**src/rtl/onehot_reg_bank.sv**
```systemverilog
// Register bank written through a one-hot enable; async-cleared flops, two combinational read ports.
// Latency: 1-cycle write-to-read, or 0 with REG_BANK_BYPASS_EN (write-first forwarding of a clean one-hot write).
// Backpressure: none; multi-hot or unknown enables drop the write and raise sticky wr_err.
module onehot_reg_bank #(
    parameter int BUS_WIDTH = 8,
    parameter int NB_SEL    = 3
) (
    input  logic                    clk,
    input  logic                    reset_n,
    input  logic [2**NB_SEL-1:0]    wr_en,
    input  logic [BUS_WIDTH-1:0]    wr_data,
    input  logic [NB_SEL-1:0]       rd_sel_a,
    input  logic [NB_SEL-1:0]       rd_sel_b,
    output logic [BUS_WIDTH-1:0]    rd_data_a,
    output logic [BUS_WIDTH-1:0]    rd_data_b,
    output logic                    rd_valid_a,
    output logic                    rd_valid_b,
    output logic [2**NB_SEL-1:0]    written,
    output logic                    wr_err,
    input  logic                    wr_err_clr
);
    localparam int NB_REGS = 2**NB_SEL;

    logic [BUS_WIDTH-1:0] regs [NB_REGS];
    logic [NB_REGS-1:0]   written_q;
    logic                 wr_err_q;
    logic                 en_zero;
    logic                 en_onehot;
    logic                 en_multi;

    // Case equality makes any X/Z bit on wr_en fall into the multi-hot class.
    always_comb begin
        en_zero   = (wr_en === '0);
        en_onehot = !en_zero && ((wr_en & (wr_en - NB_REGS'(1))) === '0);
        en_multi  = !en_zero && !en_onehot;
    end

    always_ff @(posedge clk or negedge reset_n) begin
        if (!reset_n) begin
            for (int i = 0; i < NB_REGS; i++) begin
                regs[i] <= '0;
            end
            written_q <= '0;
        end else if (en_onehot) begin
            for (int i = 0; i < NB_REGS; i++) begin
                if (wr_en[i]) begin
                    regs[i]      <= wr_data;
                    written_q[i] <= 1'b1;
                end
            end
        end
    end

    always_ff @(posedge clk or negedge reset_n) begin
        if (!reset_n) begin
            wr_err_q <= 1'b0;
        end else if (en_multi) begin
            wr_err_q <= 1'b1;
        end else if (wr_err_clr) begin
            wr_err_q <= 1'b0;
        end
    end

`ifdef REG_BANK_BYPASS_EN
    always_comb begin
        rd_data_a  = regs[rd_sel_a];
        rd_valid_a = written_q[rd_sel_a];
        rd_data_b  = regs[rd_sel_b];
        rd_valid_b = written_q[rd_sel_b];
        if (en_onehot && wr_en[rd_sel_a]) begin
            rd_data_a  = wr_data;
            rd_valid_a = 1'b1;
        end
        if (en_onehot && wr_en[rd_sel_b]) begin
            rd_data_b  = wr_data;
            rd_valid_b = 1'b1;
        end
    end
`else
    always_comb begin
        rd_data_a  = regs[rd_sel_a];
        rd_valid_a = written_q[rd_sel_a];
        rd_data_b  = regs[rd_sel_b];
        rd_valid_b = written_q[rd_sel_b];
    end
`endif

    assign written = written_q;
    assign wr_err  = wr_err_q;

endmodule

```
**config.mk**
```make
export PLATFORM = sky130hd
export DESIGN_NAME = onehot_reg_bank
export DESIGN_NICKNAME = d
export VERILOG_FILES = /design/src/rtl/onehot_reg_bank.sv
export SDC_FILE = /design/constraint.sdc
export NUM_CORES = 1
export LEC_CHECK = 0
export CORE_MARGIN = 2
export CORE_UTILIZATION = 30
export CTS_CLUSTER_DIAMETER = 120
export DETAILED_ROUTE_END_ITERATION = 16
export PLACE_DENSITY = 0.55
export SLEW_MARGIN = 20
export SYNTH_ARGS = -nofsm -noshare
export SYNTH_HDL_FRONTEND = slang
export SYNTH_SLANG_ARGS = --single-unit
```
**constraint.sdc**
```tcl
create_clock -name clk -period 4.7 [get_ports clk]
set_input_delay 0.705 -clock clk [delete_from_list [all_inputs] [get_ports clk]]
set_output_delay 0.705 -clock clk [all_outputs]
set_load 0.01 [all_outputs]
```
==> flow_summary.yaml <==
cts:
  htreeDepth: 3
  clkLatencyLatePin_ns: 0.33
  ctsResizeCount: 0
  postCtsSetupRepairBufs: 0
  cts_buffers: 9
  clk_transition_reported_paths_ns: 0.06
  cts.root.buffer_cell: "clkbuf_16"
  cts_tree: "built"
  clockBufferDepth: 2
  cts_sinks: 73
  cts_hold_buf: 0
timing:
  relSlewSlack_pct: 45.9
  finalSetupTns_ns: 0
  max_freq_mhz: 281
  period_share_pct: 75.8
  rsz0062_at_grt: "false"
  worst-slew-pin-transition_ns: 0.808
  skew_ns: 0
  slew_violations: 0
  hold_violations: 0
  finalSetupViolations: 0
  min_period_ns: 3.56
logic_synthesis:
  yosys_warnings: 0
  ys_ff_latch: 73
  synth_cell_types: 23
  synth-main-ff-cell: "dfrtp_1"
  yosys-top-cells-count: "82 x mux2_2, 73 x dfrtp_1, 36 x mux4_2"
  synth_nets: 264
  synth_cells: 239
  synth_top_cell_by_area: "dfrtp_1"
  yosysMostFrequentCell: "mux2_2"
  yosysSeqAreaShare_pct: 46.6
  syn-cell-area_mm2: 0.00392
  async_flop_share_pct: 100
  avgSynthCellArea_um2: 16.4
  synth_top_area_share_pct: 46.6
  ys_top_cells_by_area: "dfrtp_1 47%, mux2_2 24%, mux4_2 21%, nand2b_1 1.4%, nand4b_4 1.2%"
  synth_edf_count: 0
grt:
  grt_pass1_vias: 2634
  grt_use_total_pct: 14.2
  gr-total-overflow: 0
  grt_max_degree: 43
  antenna_found_initial: 0
  grt_pass1_wl_mm: 15.0
critical_path:
  crit_family: "buffers and inverters"
  crit_path_start: "rd_sel_a[0]"
  required_ns: 3.99
  slowest_stage: "mux4_2"
  crit_type: "in2out"
  worstSetupStartpointType: "input port"
  crit_path_end: "rd_data_a[4]"
  rr_endpoint: "wr_err$_DFFE_PN0P_"
  rr_worst_depth: 2
  path_common_cell: "clkdlybuf4s50_1"
  cp_max_fo: 18
  max_stage_delay_ns: 0.56
  end_kind: "output pin"
  critPathBufInv: 3
  reg2reg_from: "wr_err$_DFFE_PN0P_"
  worstSetupPathDepth: 5
  r2r_setup_slack_ns: 3.83
  path_cells: "clkdlybuf4s50_1 -> buf_4 -> mux4_2 -> mux2_2 -> clkdlybuf4s50_1"
  arrival_ns: 2.86
floorplan:
  num_rows: 41
  coreArea_mm2: 0.0127
  die_w_um: 118
  num_io_pins: 52
  die_area_mm2: 0.0140
  die_h_um: 118
  initial_core_util_pct: 30.9
outcome:
  status: "finished clean"
finish:
  synthToLayoutAreaGrowth_pct: 26.1
  fin_nets: 317
  layout-drive-gt1-share_pct: 49.2
  seq_area_mm2: 0.00183
  multi_input_area_mm2: 0.00202
  antenna_cells: 0
  fill_cells: 1176
pwr:
  p_leak_nw: 2.20
  peakVddDrop_mv: 0.198
  power_density_mw_per_mm2: 357
  total_power_mw: 1.76
drt:
  vias_per_cell: 5.10
  wl_per_cell_um: 20.2
  route.detailed.drc: 0
  wl_mm: 9.46
  drt-pass1-iter-count: 4
  drt_iter0_drc: 53
  antenna_left: 0
  num_vias: 2394
placement:
  numPortBuffers: 51
  gp_congestion: 0.740
  dp_hpwl_mm: 6.16
flow_run:
  maxCapViolCount: 0
min_path:
  hold_class: "in2async"
-- metal layers --
layer	global-route usage (%)	share of wire (%)	wire (µm)	up-vias
li1	-	-	-	1053
met1	18.8	46	4360	1279
met2	22.9	49	4660	50
met3	2.36	3.1	289	12
met4	5.87	1.7	157	0
met5	0	0	0	-
-- how the worst min path moves through the flow --
| stage | slack (ns) | depth (start not counted) | to | start |
|---|---|---|---|---|
| final | 0.37 | 1 | regs[5]$_DFFE_PN0P_ | reset_n |
| after global routing | 0.41 | 1 | regs[21]$_DFFE_PN0P_ | reset_n |
| after CTS | 0.52 | 1 | regs[41]$_DFFE_PN0P_ | regs[41]$_DFFE_PN0P_ |
| after detailed placement | 0.51 | 1 | regs[41]$_DFFE_PN0P_ | regs[41]$_DFFE_PN0P_ |
| after global placement | 0.50 | 1 | regs[41]$_DFFE_PN0P_ | regs[41]$_DFFE_PN0P_ |
| after floorplan | 0.41 | 0 | regs[0]$_DFFE_PN0P_ | reset_n |
-- report_power, final --
| group | switching [mW] | internal, mW |
|---|---|---|
| logic | 0.108 | 0.174 |
| clock network | 0.264 | 0.492 |
| registers | 0.0423 | 0.683 |
-- cells in the final DEF (no fill, tap or decap) --
| cell | netlist | routed |
|---|---|---|
| clkbuf_16 | 0 | 9 |
| nor3_1 | 3 | 3 |
| nand3_1 | 3 | 3 |
| inv_1 | 2 | 2 |
| a211oi_1 | 1 | 1 |
| o41ai_1 | 1 | 1 |
| clkinvlp_4 | 0 | 1 |
| buf_4 | 0 | 6 |
| nor4_2 | 1 | 1 |
| a21oi_1 | 1 | 1 |
| clkinv_2 | 0 | 2 |
| a221o_1 | 1 | 1 |
| nor4_4 | 1 | 1 |
| nand4b_4 | 2 | 2 |
| nand2b_1 | 9 | 9 |
| clkdlybuf4s50_1 | 0 | 50 |
| mux2_2 | 82 | 82 |
| nand4b_1 | 2 | 2 |
| nor2b_1 | 1 | 1 |
| clkbuf_8 | 0 | 2 |
| nand4_4 | 2 | 2 |
| o311ai_0 | 1 | 1 |
| dfrtp_1 | 73 | 73 |
| bufinv_16 | 0 | 2 |
| nor2_1 | 3 | 3 |
| mux4_2 | 36 | 36 |
-- through the flow --
stage               cells  util (%)  hold slack (ns)  instance area (µm²)  setup WS (ns)
floorplan             239         -            0.409                 3920           1.90
global placement      453      36.4            0.502                 4610           1.12
detailed placement    453      36.4            0.510                 4610           1.11
CTS                   469      39.0            0.523                 4940           1.11
global route          469      39.0            0.415                 4940           1.05
finish                469      39.0            0.370                 4940           1.14
-- state kept, by name, summed over array words and instances (netlist names) --
register  count
regs         64
wr_err        1
written       8
-- kinds of logic (layout without fill, tap and decap cells) --
kind of cell | after synthesis | count (layout) | synth area share (%)
multiplexers | 118 | 118 | 44.2
AND/OR/NAND/NOR | 27 | 27 | 6.26
AO/OA/AOI/OAI | 5 | 5 | 1.02
flip-flops | 73 | 73 | 46.6
buffers and inverters | 16 | 74 | 1.88
-- layout make-up --
cell class                      instances  area share, %
Clock buffer                           11           5.11
Clock inverter                          5           1.57
Inverter                                2          0.152
Multi-Input combinational cell        150           40.8
Sequential cell                        73           36.9
Tap cell                              172           4.35
Timing Repair Buffer                   56           11.0
No activity file was read; power rests on OpenSTA's default activity.
